[config.mk]
export PLATFORM = sky130hd
export DESIGN_NAME = fetch_sequencer
export DESIGN_NICKNAME = d
export VERILOG_FILES = /design/src/rtl/fetch_sequencer.sv
export SDC_FILE = /design/constraint.sdc
export NUM_CORES = 1
export LEC_CHECK = 0
export ABC_CLOCK_PERIOD_IN_PS = 2400
export BUFFER_PORTS_ARGS = -buffer_cell sky130_fd_sc_hd__buf_4
export CAP_MARGIN = 20
export CORE_MARGIN = 2
export CORE_UTILIZATION = 35
export CTS_CLUSTER_DIAMETER = 40
export CTS_CLUSTER_SIZE = 12
export DETAILED_ROUTE_END_ITERATION = 8
export GPL_ROUTABILITY_DRIVEN = 0
export SLEW_MARGIN = 25
export SYNTH_ARGS = -nofsm -noshare
export SYNTH_HDL_FRONTEND = slang
export SYNTH_SLANG_ARGS = --single-unit
[constraint.sdc]
create_clock -name clk -period 2.4 [get_ports clk]
set_input_delay 0.36 -clock clk [delete_from_list [all_inputs] [get_ports clk]]
set_output_delay 0.36 -clock clk [all_outputs]
set_load 0.02 [all_outputs]
[src/rtl/fetch_sequencer.sv]
// rtl/fetch_sequencer.sv - fetch/decode/sequence controller for a 16x16 program ROM
// Resolves nop/jmp/br locally; hands other opcodes to the datapath under a watchdog.
module fetch_sequencer #(
  parameter int          ADDR_W  = 4,
  parameter int          DATA_W  = 16,
  parameter int          TIMEOUT = 15,
  parameter logic [3:0]  OP_NOP  = 4'b0000,
  parameter logic [3:0]  OP_JMP  = 4'b1000,
  parameter logic [3:0]  OP_BR   = 4'b1100
) (
  input  logic              clk,
  input  logic              reset_n,
  input  logic              run,
  output logic [ADDR_W-1:0] rom_addr,
  input  logic [DATA_W-1:0] rom_data,
  input  logic              zero_flag,
  output logic [DATA_W-1:0] ir,
  output logic [ADDR_W-1:0] pc,
  output logic              exec_valid,
  input  logic              exec_ready,
  output logic              retire,
  output logic              busy,
  output logic              fault
);

  localparam logic [2:0] S_IDLE   = 3'd0;
  localparam logic [2:0] S_FETCH  = 3'd1;
  localparam logic [2:0] S_DECODE = 3'd2;
  localparam logic [2:0] S_EXEC   = 3'd3;
  localparam logic [2:0] S_FAULT  = 3'd4;

  logic [2:0]        r_state;
  logic [ADDR_W-1:0] r_pc;
  logic [DATA_W-1:0] r_ir;
  logic              r_exec_valid;
  logic              r_fault;
  logic [7:0]        r_wdog;

  logic [3:0]        w_op;
  logic [ADDR_W-1:0] w_target;
  logic [ADDR_W-1:0] w_pc_inc;
  logic              w_local;
  logic              w_accept;
  logic [2:0]        w_boundary_state;

  assign w_op             = r_ir[DATA_W-1 -: 4];
  assign w_target         = r_ir[8 +: ADDR_W];
  assign w_pc_inc         = r_pc + 1'b1;
  assign w_local          = (w_op == OP_NOP) || (w_op == OP_JMP) || (w_op == OP_BR);
  assign w_accept         = (r_state == S_EXEC) && r_exec_valid && exec_ready;
  // run only matters once an instruction has fully completed
  assign w_boundary_state = run ? S_FETCH : S_IDLE;

  assign rom_addr   = r_pc;
  assign pc         = r_pc;
  assign ir         = r_ir;
  assign exec_valid = r_exec_valid;
  assign fault      = r_fault;
  assign retire     = ((r_state == S_DECODE) && w_local) || w_accept;
  assign busy       = (r_state != S_IDLE) && (r_state != S_FAULT);

  always_ff @(posedge clk or negedge reset_n) begin
    if (!reset_n) begin
      r_state      <= S_IDLE;
      r_pc         <= '0;
      r_ir         <= '0;
      r_exec_valid <= 1'b0;
      r_fault      <= 1'b0;
      r_wdog       <= 8'd0;
    end else begin
      case (r_state)
        S_IDLE: begin
          if (run) r_state <= S_FETCH;
        end
        S_FETCH: begin
          r_ir    <= rom_data;
          r_state <= S_DECODE;
        end
        S_DECODE: begin
          if (w_local) begin
            if (w_op == OP_JMP)     r_pc <= w_target;
            else if (w_op == OP_BR) r_pc <= zero_flag ? w_target : w_pc_inc;
            else                    r_pc <= w_pc_inc;
            r_state <= w_boundary_state;
          end else begin
            r_exec_valid <= 1'b1;
            r_wdog       <= 8'd0;
            r_state      <= S_EXEC;
          end
        end
        S_EXEC: begin
          if (exec_ready) begin
            r_exec_valid <= 1'b0;
            r_pc         <= w_pc_inc;
            r_state      <= w_boundary_state;
          end else if (r_wdog == 8'(TIMEOUT - 1)) begin
            r_exec_valid <= 1'b0;
            r_fault      <= 1'b1;
            r_state      <= S_FAULT;
          end else begin
            r_wdog <= r_wdog + 8'd1;
          end
        end
        S_FAULT: begin
          r_state <= S_FAULT;
        end
        default: r_state <= S_IDLE;
      endcase
    end
  end

endmodule

==> impl_metrics.yaml, run 1 <==
synth:
  synthesis.nets: 180
  syn_avg_cell_area_um2: 10.5
  synth_sequential_area_ratio_pct: 50.2
  post_synth_instance_area_um2: 1650
  ys_warn_count: 0
  post_synthesis_sequential_element_count: 33
  yosysUniqueCellTypes: 40
  post_synthesis_instance_total: 156
timing:
  grt_setup_unrepaired: "no"
  fin_worst_skew_ns: 0.00556
  max_clock_freq_mhz: 483
  finalCritPeriodShare_pct: 86.3
  timing_worst_slew_pin_value_ns: 0.570
  fin_tns_setup_ns: 0
  finalSetupViolations: 0
  finalHoldViolations: 0
  min_period_ns: 2.07
  drv_slew: 0
  max_transition_margin_pct: 61.7
drt:
  drt-vias-per-instance: 5.29
  routed_wl_um: 3780
  detail_route.first_pass.iterations: 4
  detail-route-antenna-nets: 0
  post-route-drc-count: 0
  wl_per_cell_um: 14.6
  detailedRoute.firstIterationViolations: 50
  route.vias.total: 1365
die:
  dieHeight_um: 72.6
  die_w_um: 72.6
  core_region_area_um2: 4440
  fp-row-count: 24
  floorplan.initialDensity_pct: 37.0
  design.die.area_um2: 5270
  num_io_pins: 49
global_routing:
  grt_util_all_layers_pct: 15.2
  globalRoute.totalOverflow: 0
  first_pass_grt_wire_length_um: 6220
  grt_max_degree: 34
  grt_pass1_vias: 1363
  initial_antenna_violation_count: 0
placed_design:
  dp.final_hpwl_um: 2880
  placement.io_buffers: 48
  postPlaceCellArea_um2: 2040
  dp.cells: 250
final_layout:
  final_cell_mix: "50 x buf_4, 33 x dfrtp_1, 15 x mux2_2"
  layoutNonFillerInstCount: 258
  finish.net_count: 229
  post_route_cells_drive_above_1_share_pct: 39.3
  flow.area_growth_from_synthesis_pct: 29.0
  final_common_cell: "buf_4"
  insertedDiodeCount: 0
  final_cell_area_um2: 2120
  finalCoreUtilization_pct: 47.8
worst_setup_path:
  critPathRequiredTime_ns: 2.61
  start_kind: "flop"
  worst-path-max-fanout: 7
  worst-endpoint-arrival_ns: 2.29
  setup.worst_path.class: "reg -> reg"
  worstSetupEndpointType: "flop"
clock_network:
  tritoncts_num_sinks: 33
  worstSkewPairLatency_ns: 0.28
  cts_hold_buf: 0
  cts.repair.resized: 0
  cts_tree: "yes"
  cts.htree.levels: 2
  tritoncts.num_buffers: 5
  clock_tree.root_cell: "clkbuf_8"
  path_clk_slew_ns: 0.07
  cts.path.max_buffers: 2
  post_cts_buffers: 0
power_and_ir_drop:
  power_density_nw_per_um2: 1400
  irDropWorstVdd_mv: 0.562
  power.leakage_uw: 0.000972
min_path:
  worstHoldPathType: "in -> async"
status:
  run_status: "finished, final reports clean"
flow_run:
  drv.max_cap_violation_count: 0
[worst paths after layout]
kind / startpoint / endpoint / slack [ns] / cells after the start
max: r_wdog[0] / r_wdog[5] / 0.33 / 7
min: reset_n / r_wdog[6] / 0.01 / 1
max reg2reg: r_wdog[0] / r_wdog[5] / 0.33 / 7
min reg2reg: fault / fault / 0.47 / 1
max in group asynchronous: reset_n / ir[11] / 2.08 / 1
min in group clk: rom_data[8] / ir[8] / 0.29 / 3
[critical path, stage by stage, from the launching register on]
cell	delay (ns)
dfrtp_1	0.46
inv_1	0.07
ha_1	0.20
and4b_4	0.23
a211oi_4	0.35
nand3_2	0.13
or4_1	0.47
nand3_1	0.09
[per-layer routing]
metal | part of all wire, % | track usage (%)
met4 | 2.8 | 7.82
met1 | 42 | 17.6
met5 | 0 | 0
met3 | 4.3 | 3.75
met2 | 51 | 25.9
[synth_stat cells (all sizes together)]
cell type | n | share of area (%)
mux2i | 2 | 1.2
buf | 7 | 2.7
a41oi | 1 | 0.53
a21oi | 13 | 4.0
a211oi | 1 | 1.2
o22ai | 1 | 0.38
mux2 | 15 | 10
xor2 | 2 | 1.1
a21o | 4 | 1.9
and4b | 1 | 0.84
clkbuf | 1 | 0.23
a32oi | 1 | 0.53
inv | 6 | 1.4
nor2 | 8 | 1.8
o21ai | 11 | 3.3
o31ai | 1 | 0.46
nand4 | 1 | 0.38
dfrtp | 33 | 50
o41ai | 1 | 0.53
or3 | 1 | 0.38
nand2b | 4 | 1.5
o2111ai | 1 | 0.53
o211ai | 2 | 0.91
nor2b | 1 | 0.38
nand3 | 10 | 3.3
or2 | 1 | 0.38
o21a | 1 | 0.46
nor4 | 1 | 0.38
nand2 | 12 | 2.7
or4 | 2 | 0.99
nor3 | 5 | 1.8
o22a | 1 | 0.53
and3 | 1 | 0.38
ha | 3 | 2.3
[cell type report]
cell class / instances / area (µm²)
clock inverter: 3 / 17.5
inverter: 6 / 22.5
tap: 52 / 65.1
timing repair buffer: 50 / 375
sequential: 33 / 826
multi-input combinational: 109 / 748
fill: 422 / 2320
clock buffer: 5 / 68.8
[cells by family (layout without fill, tap and decap cells)]
logic type,after synthesis,in the layout,share of synthesized area (%)
flip-flops,33,33,50.2
XOR/XNOR,2,2,1.06
AND/OR/NAND/NOR,48,48,15.4
multiplexers,17,17,11.5
buffers and inverters,14,64,4.33
adder cells (fa/ha/maj),3,3,2.28
AO/OA/AOI/OAI,39,39,15.3
[power breakdown]
| part | internal [µW] | switching, µW | leakage, µW | total, µW |
|---|---|---|---|---|
| registers | 793 | 245 | 0.000399 | 1040 |
| logic | 689 | 843 | 0.000529 | 1530 |
| clock network | 200 | 199 | 0.0000439 | 398 |
| total | 1680 | 1290 | 0.000972 | 2970 |
[flip-flops by register name, summed over array words and instances, names as in the netlist]
signal,cells
fault,1
exec_valid,1
pc,4
ir,16
r_wdog,8
r_state,3
[metrics by stage]
stage / worst slack [ns] / hold WS, ns / total power, µW
after global placement: 0.432 / 0.326 / 2540
final: 0.329 / 0.0127 / 2970
after detailed placement: 0.340 / 0.330 / 2600
after floorplan: 0.499 / 0.0644 / 2030
after global routing: 0.225 / 0.0402 / 3190
after CTS: 0.334 / 0.0220 / 3010
No activity file was read; power rests on OpenSTA's default activity.
==> run 2: changes to the inputs <==
--- a/config.mk
+++ b/config.mk
@@ -5,6 +5,7 @@
 export SDC_FILE = /design/constraint.sdc
 export NUM_CORES = 1
 export LEC_CHECK = 0
+export ABC_AREA = 1
 export ABC_CLOCK_PERIOD_IN_PS = 2400
 export BUFFER_PORTS_ARGS = -buffer_cell sky130_fd_sc_hd__buf_4
 export CAP_MARGIN = 20
==> impl_metrics.yaml, run 2 <==
status:
  run_status: "finished, final reports clean"
worst_setup_path:
  setup.worst_path.class: "reg -> out"
  worst_setup_path_startpoint: "r_state[0]"
  worst-path-max-fanout: 13
  worst-endpoint-arrival_ns: 1.55
  beginning_of_the_worst_register_to_register_path: "r_wdog[0]"
  worst_path_dominant_cell_family: "flip-flops"
  worstSetupEndpointType: "primary output"
  start_kind: "flop"
  critical_path.cell_chain: "nand3_2, inv_2, nand2_1, o21ai_0, buf_4"
  worst_r2r_path_depth: 8
  critical_path_buf_inv_count: 2
  rr_endpoint: "r_wdog[1]"
  timing.critical_path.slowest_cell_delay_ns: 0.43
  critPathRequiredTime_ns: 2.04
  master_of_the_slowest_instance_on_the_critical_path: "dfrtp_1"
  timing.reg2reg.setup_slack_ns: 0.87
placed_design:
  dp.final_hpwl_um: 2660
  postPlaceCellArea_um2: 2130
  placement.io_buffers: 48
clock_network:
  cts.htree.levels: 2
  cts_hold_buf: 0
  clock_tree.root_cell: "clkbuf_8"
  post_cts_buffers: 0
  cts.repair.resized: 0
  cts_tree: "yes"
  cts.path.max_buffers: 2
  worstSkewPairLatency_ns: 0.28
  path_clk_slew_ns: 0.07
  tritoncts.num_buffers: 5
  tritoncts_num_sinks: 33
die:
  num_io_pins: 49
  dieHeight_um: 74.4
  fp-row-count: 25
  core_region_area_um2: 4750
  floorplan.initialDensity_pct: 36.5
  design.die.area_um2: 5540
  die_w_um: 74.4
power_and_ir_drop:
  cell_internal_pwr_uw: 1690
  comb_power_share_pct: 51.6
  power_density_nw_per_um2: 1310
  switching_share_pct: 41.9
  power.net_switching_uw: 1220
  irDropWorstVdd_mv: 0.623
  power.leakage_uw: 0.00118
  share_seq_of_total_power_pct: 32.7
  p_total_uw: 2910
  share_clk_of_total_power_pct: 15.7
final_layout:
  seqCellArea_um2: 826
  final_common_cell: "nand2_1"
  final_cell_area_um2: 2230
  final.fill_count: 495
  insertedDiodeCount: 0
  finalCoreUtilization_pct: 46.9
  max_ffs_per_register: 16
  final_cell_mix: "66 x nand2_1, 48 x buf_4, 33 x dfrtp_1"
  multi_input_area_um2: 771
  post_route_cells_drive_above_1_share_pct: 30.7
  finish.net_count: 280
  flow.area_growth_from_synthesis_pct: 28.5
synth:
  dominantRegCellSynth: "dfrtp_1"
  synth_edf_count: 0
  synthMostInstantiatedCell: "nand2_1"
  post_synth_main_area_contributors: "dfrtp_1 48%, nand2_1 14%, mux2_4 7.8%"
  synthArstFlopShare_pct: 100
  synthesis.nets: 232
  synth_top_cell_by_area: "dfrtp_1"
  yosysUniqueCellTypes: 25
  synth_top_area_share_pct: 47.6
  syn_avg_cell_area_um2: 8.35
  ys_warn_count: 0
  post_synthesis_instance_total: 208
  synth_sequential_area_ratio_pct: 47.6
  netlist_top_cells_count: "66 x nand2_1, 33 x dfrtp_1, 24 x nor2_1"
  post_synth_instance_area_um2: 1740
  post_synthesis_sequential_element_count: 33
timing:
  max_clock_freq_mhz: 523
  fin_worst_skew_ns: 0.00400
  finalSetupViolations: 0
  finalCritPeriodShare_pct: 79.6
  finalHoldViolations: 0
  timing_worst_slew_pin_value_ns: 0.572
  min_period_ns: 1.91
  fin_tns_setup_ns: 0
  grt_setup_unrepaired: "no"
  drv_slew: 0
  timing.hold.ws_ns: 0.0112
  max_transition_margin_pct: 61.7
drt:
  detail_route.first_pass.iterations: 4
  route.vias.total: 1408
  post-route-drc-count: 0
  drt-vias-per-instance: 4.35
  routed_wl_um: 3630
  detailedRoute.firstIterationViolations: 66
  detail-route-antenna-nets: 0
  wl_per_cell_um: 11.2
global_routing:
  initial_antenna_violation_count: 0
  grt_util_all_layers_pct: 14.1
  grt_pass1_vias: 1321
  globalRoute.totalOverflow: 0
  first_pass_grt_wire_length_um: 5950
  grt_max_degree: 34
flow_run:
  drv.max_cap_violation_count: 0
min_path:
  worstHoldPathType: "in -> async"
[run 2: cell count changes in the layout (fill, tap and decap cells not counted), sizes merged, moves of 3 or more]
cell	previous run	this run
nand2	12	69
nor2	8	28
inv	6	24
o21ai	11	3
a21oi	13	6
nand3	10	15
a21o	4	0
mux2	15	11
nand2b	4	0
nor3	5	1
xnor2	0	3
[run 2: layer usage]
layer  wire length, µm  global-route usage [%]  vias to the layer above
li1                  -                       -                      742
met1              1720                    18.3                      622
met2              1650                    21.9                       37
met3               179                    4.07                        7
met4                74                    6.55                        0
met5                 0                       0                        -
[run 2: worst reg2reg max path, cell delays in order (launching register included)]
cell and delay [ns]:
dfrtp_1 0.43, inv_1 0.12, ha_1 0.15, nand3_1 0.07, nor2_2 0.18, nor2_2 0.07
nor2_2 0.27, nand2_1 0.10, nand2_1 0.07
[run 2: kinds of logic (layout without fill, tap and decap cells)]
kind of cell             count (synthesis)  in the layout  share of synthesized area [%]
AO/OA/AOI/OAI                           10             10                           3.03
adder cells (fa/ha/maj)                  3              3                           2.16
multiplexers                            11             11                           9.08
XOR/XNOR                                 4              4                           2.02
AND/OR/NAND/NOR                        116            116                           28.1
flip-flops                              33             33                           47.6
buffers and inverters                   31             80                           8.07
[run 2: worst max path at each step]
stage | end | slack (ns) | cells past startpoint
4_1_cts | retire | 0.45 | 6
2_1_floorplan | retire | 0.88 | 5
3_5_place_dp | retire | 0.77 | 6
5_1_grt | retire | 0.30 | 6
3_3_place_gp | retire | 0.77 | 6
6_report | retire | 0.49 | 5
[run 2: through the flow]
stage / instances / worst slack, ns
final: 324 / 0.489
after global placement: 316 / 0.772
after global routing: 324 / 0.301
after detailed placement: 316 / 0.774
after CTS: 324 / 0.451
after floorplan: 208 / 0.878
[run 2: cell type report]
type,count,share of cell area (%)
clock inverter,1,0.224
inverter,24,4.04
tap,67,3.76
sequential,33,37.0
multi-input combinational,144,34.5
timing repair buffer,48,16.1
clock buffer,7,4.32
[run 2: power by group through the flow]
| stage | clock network (µW) | logic, µW | registers, µW |
|---|---|---|---|
| 2_1_floorplan | 0 | 840 | 1150 |
| 3_3_place_gp | 0 | 1530 | 954 |
| 3_5_place_dp | 0 | 1530 | 958 |
| 4_1_cts | 476 | 1530 | 955 |
| 5_1_grt | 495 | 1660 | 988 |
| 6_report | 458 | 1500 | 952 |
==> run 3: changes to the inputs <==
--- a/config.mk
+++ b/config.mk
@@ -6,7 +6,7 @@
 export NUM_CORES = 1
 export LEC_CHECK = 0
 export ABC_AREA = 1
-export ABC_CLOCK_PERIOD_IN_PS = 2400
+export ABC_CLOCK_PERIOD_IN_PS = 1900
 export BUFFER_PORTS_ARGS = -buffer_cell sky130_fd_sc_hd__buf_4
 export CAP_MARGIN = 20
 export CORE_MARGIN = 2
==> constraint.sdc (replaced) <==
create_clock -name clk -period 1.9 [get_ports clk]
set_input_delay 0.285 -clock clk [delete_from_list [all_inputs] [get_ports clk]]
set_output_delay 0.285 -clock clk [all_outputs]
set_load 0.02 [all_outputs]
==> impl_metrics.yaml, run 3 (synthesis results as in run 2) <==
final_layout:
  flow.area_growth_from_synthesis_pct: 28.7
  insertedDiodeCount: 0
  final_common_cell: "nand2_1"
  final_cell_mix: "66 x nand2_1, 49 x buf_4, 33 x dfrtp_1"
  finish.net_count: 282
  final.fill_count: 507
  post_route_cells_drive_above_1_share_pct: 30.9
  max_ffs_per_register: 16
clock_network:
  worstSkewPairLatency_ns: 0.29
  cts_tree: "yes"
  cts.path.max_buffers: 2
  tritoncts_num_sinks: 33
  cts.htree.levels: 2
  clock_tree.root_cell: "clkbuf_8"
  post_cts_buffers: 0
  path_clk_slew_ns: 0.07
  tritoncts.num_buffers: 5
timing:
  drv_slew: 0
  grt_setup_unrepaired: "no"
  max_clock_freq_mhz: 604
  fin_worst_skew_ns: 0.00325
  max_transition_margin_pct: 62.4
  min_period_ns: 1.66
  finalCritPeriodShare_pct: 87.2
  timing_worst_slew_pin_value_ns: 0.562
  fin_tns_setup_ns: 0
  finalHoldViolations: 0
  finalSetupViolations: 0
  timing.hold.ws_ns: 0.224
drt:
  route.vias.total: 1424
  post-route-drc-count: 0
  drt-vias-per-instance: 4.37
  detail-route-antenna-nets: 0
  detail_route.first_pass.iterations: 4
  detailedRoute.firstIterationViolations: 77
  routed_wl_um: 3610
  wl_per_cell_um: 11.1
die:
  core_region_area_um2: 4750
  dieHeight_um: 74.4
  die_w_um: 74.4
  floorplan.initialDensity_pct: 36.5
  num_io_pins: 49
  design.die.area_um2: 5540
  fp-row-count: 25
global_routing:
  first_pass_grt_wire_length_um: 6120
  grt_pass1_vias: 1367
  grt_util_all_layers_pct: 14.5
  globalRoute.totalOverflow: 0
  initial_antenna_violation_count: 0
  grt_max_degree: 34
flow_run:
  drv.max_cap_violation_count: 0
placed_design:
  placement.io_buffers: 48
  dp.final_hpwl_um: 2670
min_path:
  worstHoldPathType: "in -> reg"
  min_delay_path_depth: 2
worst_setup_path:
  setup.worst_path.class: "reg -> out"
  master_of_the_slowest_instance_on_the_critical_path: "dfrtp_1"
  worstSetupEndpointType: "primary output"
  worst-endpoint-arrival_ns: 1.37
  critical_path_buf_inv_count: 2
  critPathRequiredTime_ns: 1.62
  worst_r2r_path_depth: 4
  timing.critical_path.slowest_cell_delay_ns: 0.44
  worst-path-max-fanout: 5
  critical_path.cell_chain: "nand3_2, inv_2, nand2_1, o21ai_0, buf_4"
  worst_path_dominant_cell_family: "flip-flops"
  start_kind: "flop"
  cp_num_cells: 5
power_and_ir_drop:
  comb_power_share_pct: 52.6
  power.leakage_uw: 0.00118
  cell_internal_pwr_uw: 2080
  switching_share_pct: 42.7
  irDropWorstVdd_mv: 0.614
  share_seq_of_total_power_pct: 33.1
  share_clk_of_total_power_pct: 14.3
  power.net_switching_uw: 1550
  power_density_nw_per_um2: 1620
status:
  run_status: "finished, final reports clean"
run 3: routing by layer:
| layer | track usage [%] | part of all wire [%] | wire length, µm | vias up |
|---|---|---|---|---|
| met5 | 0 | 0 | 0 | - |
| met4 | 5.95 | 1.6 | 58 | 0 |
| met3 | 3.93 | 4.7 | 168 | 5 |
| met2 | 23.2 | 47 | 1710 | 35 |
| met1 | 18.7 | 46 | 1670 | 641 |
| li1 | - | - | - | 743 |
run 3: path summary, 6_finish.rpt:
check / startpoint / to / slack, ns
min in group asynchronous: reset_n / r_wdog[3] / 0.47
max: r_state[0] / retire / 0.24
max reg2reg: r_state[0] / ir[12] / 0.42
min reg2reg: fault / fault / 0.47
min: rom_data[5] / ir[5] / 0.22
max in group asynchronous: reset_n / r_state[0] / 1.12
run 3: what timing repair did:
| action | 4_1_cts | 5_1_grt |
|---|---|---|
| hold buffers | 1 | 0 |
| hold endpoints to repair | 33 | 0 |
| resized for setup | 0 | 0 |
run 3: final cells by class:
| type | instances | area, µm² | area share, % |
|---|---|---|---|
| Inverter | 24 | 90.1 | 4.03 |
| Sequential cell | 33 | 826 | 37.0 |
| Tap cell | 67 | 83.8 | 3.75 |
| Multi-Input combinational cell | 144 | 771 | 34.5 |
| Clock buffer | 5 | 68.8 | 3.08 |
| Clock inverter | 3 | 17.5 | 0.784 |
| Timing Repair Buffer | 50 | 378 | 16.9 |
run 3: stage by stage:
stage          cells  area [µm²]  power, µW  util [%]  setup slack, ns
2_1_floorplan    208        1740       2510         -            0.453
3_3_place_gp     317        2140       3130      45.0            0.433
3_5_place_dp     317        2140       3160      45.0            0.405
4_1_cts          326        2230       3690      47.0            0.200
5_1_grt          326        2230       3930      47.0           0.0468
6_report         326        2230       3630      47.0            0.244
run 3: worst register-to-register path, stage by stage (launching register included):
cell and delay [ns]:
dfrtp_1 0.44, inv_2 0.07, nor2_2 0.03, nand2_2 0.42
mux2_2 0.41
run 3: power groups by stage:
stage / Sequential (µW) / Combinational, µW / Clock (µW)
after CTS: 1210 / 1950 / 542
after global routing: 1240 / 2120 / 568
after floorplan: 1450 / 1060 / 0
after detailed placement: 1210 / 1950 / 0
after global placement: 1210 / 1920 / 0
final: 1200 / 1910 / 521
